[src/rtl/tx_symbols_pkg.sv]
// rtl/tx_symbols_pkg.sv - symbol constants, mux selects and state types for transmit framing
package tx_symbols_pkg;

  // K-symbol byte values presented to the physical-layer byte mux
  localparam logic [7:0] SYM_STP = 8'hFB;
  localparam logic [7:0] SYM_SDP = 8'h5C;
  localparam logic [7:0] SYM_END = 8'hFD;
  localparam logic [7:0] SYM_EDB = 8'hFE;
  localparam logic [7:0] SYM_SKP = 8'h1C;
  localparam logic [7:0] SYM_IDL = 8'h7C;
  localparam logic [7:0] SYM_FTS = 8'h3C;
  localparam logic [7:0] SYM_COM = 8'hBC;

  // Mux select encodings
  localparam logic [1:0] CTL_DATA = 2'b00;
  localparam logic [1:0] CTL_SE   = 2'b01;
  localparam logic [1:0] CTL_OS   = 2'b10;
  localparam logic [1:0] CTL_COM  = 2'b11;

  typedef enum logic [2:0] {
    ST_IDLE      = 3'd0,
    ST_OS_COM    = 3'd1,
    ST_OS_BODY   = 3'd2,
    ST_PKT_START = 3'd3,
    ST_PKT_DATA  = 3'd4,
    ST_PKT_END   = 3'd5
  } tx_state_e;

  typedef enum logic {
    OS_KIND_SKP = 1'b0,
    OS_KIND_FTS = 1'b1
  } os_kind_e;

endpackage

[src/rtl/skp_timer.sv]
// rtl/skp_timer.sv - free-running SKP interval counter with pending-request flag
module skp_timer #(
  parameter int unsigned SKP_INTERVAL = 1180
) (
  input  logic clk,
  input  logic reset_L,
  input  logic skp_clr,
  output logic skp_pending
);

  localparam int unsigned CW = (SKP_INTERVAL > 1) ? $clog2(SKP_INTERVAL) : 1;

  logic [CW-1:0] cnt_q, cnt_d;
  logic          pend_q, pend_d;
  logic          wrap;

  // Wrap at the end of each interval; a wrap coinciding with a clear re-arms the flag
  always_comb begin
    wrap   = (cnt_q == CW'(SKP_INTERVAL - 1));
    cnt_d  = wrap ? '0 : cnt_q + CW'(1);
    pend_d = (pend_q & ~skp_clr) | wrap;
  end

  // Counter and pending flag registers
  always_ff @(posedge clk) begin
    if (!reset_L) begin
      cnt_q  <= '0;
      pend_q <= 1'b0;
    end else begin
      cnt_q  <= cnt_d;
      pend_q <= pend_d;
    end
  end

  assign skp_pending = pend_q;

endmodule

[src/rtl/tx_frame_ctrl.sv]
// rtl/tx_frame_ctrl.sv - frames buffered packets and inserts SKP/FTS ordered sets ahead of the byte mux
module tx_frame_ctrl
  import tx_symbols_pkg::*;
#(
  parameter int unsigned SKP_INTERVAL = 1180,
  parameter int unsigned N_SKP        = 3,
  parameter int unsigned N_FTS        = 4
) (
  input  logic       clk,
  input  logic       reset_L,
  input  logic       fifo_empty,
  input  logic       fifo_last,
  input  logic       fts_req,
  output logic       fifo_rd,
  output logic [1:0] control,
  output logic [7:0] start_end,
  output logic [7:0] ordered_set,
  output logic [7:0] logical_COM,
  output logic       underrun,
  output logic       pkt_done
);

  tx_state_e state_q, state_d;
  os_kind_e  kind_q, kind_d;
  logic [7:0] os_cnt_q, os_cnt_d;
  logic       fts_pend_q, fts_pend_d;
  logic       skp_pending;
  logic       skp_clr, fts_clr;
  logic       take_arb;
  tx_state_e  arb_state;
  os_kind_e   arb_kind;

  skp_timer #(
    .SKP_INTERVAL(SKP_INTERVAL)
  ) u_skp_timer (
    .clk        (clk),
    .reset_L    (reset_L),
    .skp_clr    (skp_clr),
    .skp_pending(skp_pending)
  );

  // State, ordered-set kind, body counter and FTS request registers
  always_ff @(posedge clk) begin
    if (!reset_L) begin
      state_q    <= ST_IDLE;
      kind_q     <= OS_KIND_SKP;
      os_cnt_q   <= '0;
      fts_pend_q <= 1'b0;
    end else begin
      state_q    <= state_d;
      kind_q     <= kind_d;
      os_cnt_q   <= os_cnt_d;
      fts_pend_q <= fts_pend_d;
    end
  end

  // Next state: arbitration only at packet/ordered-set boundaries, SKP before FTS before data
  always_comb begin
    arb_state = ST_IDLE;
    arb_kind  = OS_KIND_SKP;
    if (skp_pending) begin
      arb_state = ST_OS_COM;
    end else if (fts_pend_q) begin
      arb_state = ST_OS_COM;
      arb_kind  = OS_KIND_FTS;
    end else if (!fifo_empty) begin
      arb_state = ST_PKT_START;
    end

    state_d  = state_q;
    kind_d   = kind_q;
    os_cnt_d = os_cnt_q;
    take_arb = 1'b0;
    unique case (state_q)
      ST_IDLE, ST_PKT_END: take_arb = 1'b1;
      ST_OS_COM: begin
        state_d  = ST_OS_BODY;
        os_cnt_d = (kind_q == OS_KIND_FTS) ? 8'(N_FTS - 1) : 8'(N_SKP - 1);
      end
      ST_OS_BODY: begin
        if (os_cnt_q == '0) take_arb = 1'b1;
        else                os_cnt_d = os_cnt_q - 8'd1;
      end
      ST_PKT_START: state_d = ST_PKT_DATA;
      ST_PKT_DATA: begin
        if (fifo_empty)     state_d = ST_IDLE;
        else if (fifo_last) state_d = ST_PKT_END;
      end
      default: state_d = ST_IDLE;
    endcase

    if (take_arb) begin
      state_d = arb_state;
      if (arb_state == ST_OS_COM) kind_d = arb_kind;
    end

    skp_clr    = take_arb && (arb_state == ST_OS_COM) && (arb_kind == OS_KIND_SKP);
    fts_clr    = take_arb && (arb_state == ST_OS_COM) && (arb_kind == OS_KIND_FTS);
    fts_pend_d = (fts_pend_q & ~fts_clr) | fts_req;
  end

  // Outputs decoded from state; only the underrun override looks at fifo_empty
  always_comb begin
    control     = CTL_OS;
    start_end   = SYM_STP;
    ordered_set = SYM_IDL;
    fifo_rd     = 1'b0;
    underrun    = 1'b0;
    pkt_done    = 1'b0;
    unique case (state_q)
      ST_OS_COM:    control = CTL_COM;
      ST_OS_BODY:   ordered_set = (kind_q == OS_KIND_FTS) ? SYM_FTS : SYM_SKP;
      ST_PKT_START: control = CTL_SE;
      ST_PKT_DATA: begin
        if (fifo_empty) begin
          control   = CTL_SE;
          start_end = SYM_EDB;
          underrun  = 1'b1;
        end else begin
          control = CTL_DATA;
          fifo_rd = 1'b1;
        end
      end
      ST_PKT_END: begin
        control   = CTL_SE;
        start_end = SYM_END;
        pkt_done  = 1'b1;
      end
      default: control = CTL_OS;
    endcase
  end

  assign logical_COM = SYM_COM;

endmodule

[config.mk]
export PLATFORM = sky130hd
export DESIGN_NAME = tx_frame_ctrl
export DESIGN_NICKNAME = d
export VERILOG_FILES = /design/src/rtl/tx_symbols_pkg.sv /design/src/rtl/skp_timer.sv /design/src/rtl/tx_frame_ctrl.sv
export SDC_FILE = /design/constraint.sdc
export NUM_CORES = 1
export LEC_CHECK = 0
export ABC_AREA = 1
export CORE_MARGIN = 2
export CORE_UTILIZATION = 45
export DETAILED_ROUTE_END_ITERATION = 8
export GPL_ROUTABILITY_DRIVEN = 0
export PLACE_DENSITY = 0.79
export SLEW_MARGIN = 20
export SYNTH_ARGS = -nofsm -noshare
export SYNTH_HDL_FRONTEND = slang
export SYNTH_SLANG_ARGS = --single-unit
[constraint.sdc]
create_clock -name clk -period 1.5 [get_ports clk]
set_clock_uncertainty 0.15 [all_clocks]
set_input_delay 0.225 -clock clk [delete_from_list [all_inputs] [get_ports clk]]
set_output_delay 0.225 -clock clk [all_outputs]
set_load 0.01 [all_outputs]
# == Word level (Yosys, flattened, before mapping) ==
# Cells that the tools add are included.
# totals
reg_bits,25
wordCells,64
output_inout_bits,29
in_bits,5
# op_classes
n_addsub,2
n_bitwise,8
reduce_logical,13
muxes,25
eq_ne,10
# op_table
cell,n
8-bit case mux with 2 select lines,1
3-bit 2-to-1 mux,4
3-bit case mux with 4 select lines,1
"11-bit by 1-bit adder with 11-bit output, second input constant",1
"11-bit equality test, second input constant",1
1-bit 2-to-1 mux,10
8-bit logical NOT,1
8-bit 2-to-1 mux,1
"8-bit by 1-bit subtractor with 8-bit output, second input constant",1
7-bit 2-to-1 mux,1
"3-bit by 1-bit equality test with 1-bit output, second input constant",2
"3-bit by 2-bit equality test with 1-bit output, second input constant",2
"3-bit equality test, second input constant",2
2-bit 2-to-1 mux,3
6-bit 2-to-1 mux,1
2-bit case mux with 3 select lines,1
3-bit case mux with 2 select lines,1
2-bit AND reduction,3
2-bit OR reduction,3
"4-bit != test, second input constant",1
1-bit NOT,4
1-bit logical AND,3
3-bit logical NOT,1
3-bit OR reduction,1
other kinds (6),8

# == Logic depth before layout (Yosys ltp) ==
# depth
word_depth,9
depth_mapped,9
depth_no_buf,9

# == Modules after synthesis ==
# From an unflattened synthesis, not the netlist that was laid out.
# unflattened
hier_cells,237
area_unflattened_um2,1592.8
# by_module_without_submodules
mod,cells_per_inst,instances,area_each_um2,seq_area_each_um2
tx_frame_ctrl,156,1,988.4,260.2
skp_timer,81,1,604.3,240.2

# == Least setup slack after synthesis ==
# No wires, ideal clock.
# synth_timing
path_kind,register -> register
from,register u_skp_timer.cnt_q[0]
to,register u_skp_timer.cnt_q[10]
slack_ns,0.047
arrival_ns,1.175
period_less_slack_ns,1.453
path_stages_with_launch,9
required_time_ns,1.222
n_path_buf,0
path_cell_list,dfxtp_1 -> ha_1 -> nand3_1 -> nor2_1 -> nand2_1 -> nor2_1 -> nand3_1 -> nand2_1 -> a21oi_1
# synth_between
elab_chain_len,2
# synth_rtl
item,line_no,text
start: declaration,skp_timer.sv:13,"logic [CW-1:0] cnt_q, cnt_d;"
start signal: assignment,skp_timer.sv:30,cnt_q <= cnt_d;
branches (longest 2 deep; another with 11-bit by 1-bit adder with 11-bit output),n/a,
# Parallel ways; which one is timed is not known.
# A chain may end at the register's enable or synchronous reset.

# == Final worst setup path ==
# layout_timing
from,register state_q[0]
to,output port ordered_set[5]
# layout_between
elab_chain_len,2
# layout_rtl
item,line_no,text
start: declaration,tx_frame_ctrl.sv:23,"tx_state_e state_q, state_d;"
start signal: assignment,tx_frame_ctrl.sv:50,state_q <= state_d;
3-bit by 2-bit equality test with 1-bit output,tx_frame_ctrl.sv:110,unique case (state_q)
7-bit 2-to-1 mux,tx_frame_ctrl.sv:110,
end: declaration,tx_frame_ctrl.sv:17,"output logic [7:0] ordered_set,"
# Every way passes these cells.

==> results <==
- The via count of the first global-routing pass is around 1400.
- Hold repair after CTS inserted 0 buffers.
- The clock latency on the worst-skew pair is 0.32 ns.
- The part of the Yosys area used for sequential elements is 33.4%.
- The run finished, with violations left.
- After layout, the minimum clock period comes to approximately 1.6 ns.
- The global-route congestion overflow total is 0.
- Setup repair after global routing could not meet its margin everywhere.
- The slowest stage of the critical path belongs to the cell sky130_fd_sc_hd__dfxtp_4.
- The row count is 20.
- After synthesis the netlist holds a flip-flop and latch count of 25.
- The data required time of the worst path is 1.12 ns.
- CTS built an H-tree with a depth of 1.
- The first global-routing pass estimated 5320 um of wire.
- In this run the worst path has a maximum fanout of 4.
- The number of antenna diodes is 0.
- The final hold violation count is 0.
- The category of the worst setup path capture point is a primary output.
- The reported leakage power is 0.000928 uW.
- In this design, the stage delay of the slowest critical-path cell is 0.39 ns.
- The type of the setup path with the least slack is reg2out.
- The post-route antenna net violation count is 0.
- For this configuration, the core starts out at a cell density of roughly 48%.
- The total power divided by cell area is 1130 mW/mm^2.
- The number of warnings issued by yosys is 0.
- Clock-pin slew was measured on the worst setup and hold paths at 0.12 ns.
- The wire-length estimate of the detail-placed layout is 2410 um.
- The share of cells above drive strength 1 is 36.1%.
- The worst-case clock buffer depth is 2.
- The final reports fail on setup timing.
- Entering global routing, the biggest net connects 15 pins.
- The period utilization is 110%.
- The wire length per cell is 10.4 um.
- The first detailed-routing pass ran for 4 iterations.
- The TritonCTS clock tree is built.
- The worst slack at placement is -0.503 ns.
- The endpoint arrival time on the critical path is 1.27 ns.
- The y dimension of the die is 61.7 um.
- In the global route stage, overall resource usage came out at 18.9%.
- The biggest area consumer among synthesized cells is sky130_fd_sc_hd__dfxtp_1.
- The mean cell area of the mapped netlist is 6.77 sq um.
- The starting DRC count in detailed routing is 59.
- The die is 61.7 um wide.
- The number of distinct library cells after synthesis is 26.
- Synthesis handed over a netlist of 221 instances.
- The die covers about 0.0038 sq mm.
- In this run the count of I/O pins placed on the die edge is 34.
- The maximum VDD drop is 0.446 mV.
- The number of buffers inserted by port buffering is 14.
- The share of the synthesized area in the top cell type is 33.4%.
- The number of buffers inserted during clock tree synthesis is 3.
- The buffer type at the clock tree root is sky130_fd_sc_hd__clkbuf_4.
- After synthesis the cells add up to 0.00150 sq mm.
- The layout filler cell count is 269.
- For this block, the routed nets add up to 3330 um of wire.
- The library cells used most frequently in the layout, excluding fill and tap cells, are sky130_fd_sc_hd__buf_4, sky130_fd_sc_hd__nand2_1, sky130_fd_sc_hd__nor2_1, sky130_fd_sc_hd__inv_1.
- The instance area after placement is 0.00186 sq mm.
- The signal on the critical path passes through inv_4 > nand2_4 > nor2_4 > inv_2 > or2_4 > buf_6.
- Setup violations remaining at the end of the flow were counted as 18.
- The area of all placed cells without fillers is 0.00210 sq mm.
- The leading cell type in the layout, fill and taps excluded is sky130_fd_sc_hd__buf_4.
- The area growth from synthesis to layout is 40.1%.
- The net total in the final layout is 286.
- The aggregate negative setup slack is -1.08 ns.
- Leaving out filler cells and counting taps, the final layout contains 321.
- Based on the critical path, the design can be clocked at up to approximately 0.61 GHz.
- The mean number of vias per cell is 4.66.
- The routed layout has 1495 vias.
- The completed layout was analyzed and its total power is 2370 uW.
- The path class of the tightest hold or removal check is in2reg.
- After detailed placement, the design holds a cell count of between 300 and 400.
- After layout, the worst setup slack is -0.144 ns.
- The area of the placeable core is 0.00310 sq mm.
- In the routed design, unresolved DRC markers number 0.
- The number of max-slew violations in the final report came to 0.
- By area the synthesized netlist is led by sky130_fd_sc_hd__dfxtp_1, sky130_fd_sc_hd__nand2_1, sky130_fd_sc_hd__nor2_1.
- The type of element launching the critical path is a flip-flop.
- The tool flagged a number of max-cap violations equal to 0.
- The number of antenna violations at the first check in global routing is 0.
- Counting every sink on the clock net gives 25.
## final timing paths
kind | endpoint | cells past startpoint | slack, ns | from
worst max register to register | os_cnt_q[5] | 10 | -0.07 | state_q[2]
worst min register to register | u_skp_timer.cnt_q[10] | 2 | 0.34 | u_skp_timer.cnt_q[10]
worst min-delay path | fts_pend_q | 3 | 0.31 | fts_req
worst max-delay path | ordered_set[5] | 6 | -0.14 | state_q[0]
## synth_stat cells
| library cell | instances |
|---|---|
| sky130_fd_sc_hd__dfxtp_1 | 25 |
| sky130_fd_sc_hd__o21ai_0 | 7 |
| sky130_fd_sc_hd__nand2_2 | 1 |
| sky130_fd_sc_hd__nand3_1 | 12 |
| sky130_fd_sc_hd__nor2_2 | 1 |
| sky130_fd_sc_hd__inv_1 | 24 |
| sky130_fd_sc_hd__nor4_1 | 2 |
| sky130_fd_sc_hd__o211ai_1 | 1 |
| sky130_fd_sc_hd__or2_2 | 2 |
| sky130_fd_sc_hd__inv_2 | 2 |
| sky130_fd_sc_hd__nand3b_1 | 1 |
| sky130_fd_sc_hd__nor2_4 | 3 |
| sky130_fd_sc_hd__nor3_1 | 4 |
| sky130_fd_sc_hd__o21ai_4 | 1 |
| sky130_fd_sc_hd__ha_1 | 3 |
| sky130_fd_sc_hd__a21oi_1 | 14 |
| sky130_fd_sc_hd__buf_4 | 19 |
| sky130_fd_sc_hd__clkbuf_1 | 1 |
| sky130_fd_sc_hd__nand2_1 | 42 |
| sky130_fd_sc_hd__conb_1 | 2 |
| sky130_fd_sc_hd__nand4_1 | 5 |
| sky130_fd_sc_hd__nor2_1 | 40 |
| sky130_fd_sc_hd__xnor2_1 | 2 |
| sky130_fd_sc_hd__o21bai_1 | 1 |
| sky130_fd_sc_hd__xor2_1 | 5 |
| sky130_fd_sc_hd__buf_6 | 1 |
## metal layers
layer | share of wire, % | vias up | track usage (%)
met1 | 43 | 689 | 20.6
met2 | 52 | 28 | 35.8
met3 | 3.9 | 4 | 3.15
li1 | - | 774 | -
met4 | 1.2 | 0 | 7.29
met5 | 0 | - | 0
## worst max-delay path: cells and delay by family (launching register included)
kind / cells / cell delay [ns]
buffers and inverters: 3 / 0.22
DFF: 1 / 0.39
and+or+nand+nor: 3 / 0.36
## power breakdown
part,leakage [uW],switching (uW),internal [uW]
logic,0.000705,717,558
clock network,0.0000177,193,99.7
registers,0.000206,60.7,741
## logic make-up (layout without fill, tap and decap cells)
group / Yosys count / after routing / share of synthesized area, %
DFF: 25 / 25 / 33.4
adders and majority gates: 3 / 3 / 2.51
xor gates and xnor gates: 7 / 7 / 4.10
AOI/OAI and AO/OA: 24 / 24 / 9.11
other: 2 / 19 / 0.502
buffers and inverters: 47 / 85 / 17.1
and+or+nand+nor: 113 / 114 / 33.3
## layout make-up
type | count | area, sq um | area share (%)
clock buffers | 3 | 22.5 | 1.07
clock inverters | 1 | 5.00 | 0.239
inverters | 26 | 103 | 4.90
multi-input cells | 167 | 957 | 45.7
flip-flops and latches | 25 | 510 | 24.4
well taps | 44 | 55.1 | 2.63
repair buffers | 55 | 443 | 21.1
## per-stage QoR
| stage | hold WS (ns) | util (%) |
|---|---|---|
| global placement | 0.301 | 60.0 |
| detailed placement | 0.308 | 60.0 |
| CTS | 0.287 | 64.0 |
| floorplan | 0.204 | - |
| global route | 0.322 | 67.5 |
| finish | 0.306 | 67.5 |
## repair_timing
item	4_1_cts	5_1_grt
gates resized for setup	62	39
endpoints found under the setup margin	20	34
endpoints found under the hold margin	0	0
pin swaps	13	13
gates cloned	1	0
setup buffers	7	0
## registers in the layout (all words and copies together) (netlist names)
register,cells
state_q,3
fts_pend_q,1
kind_q,1
os_cnt_q,8
u_skp_timer.skp_pending,1
u_skp_timer.cnt_q,11
Note: power is estimated with default switching activity, not from simulation.
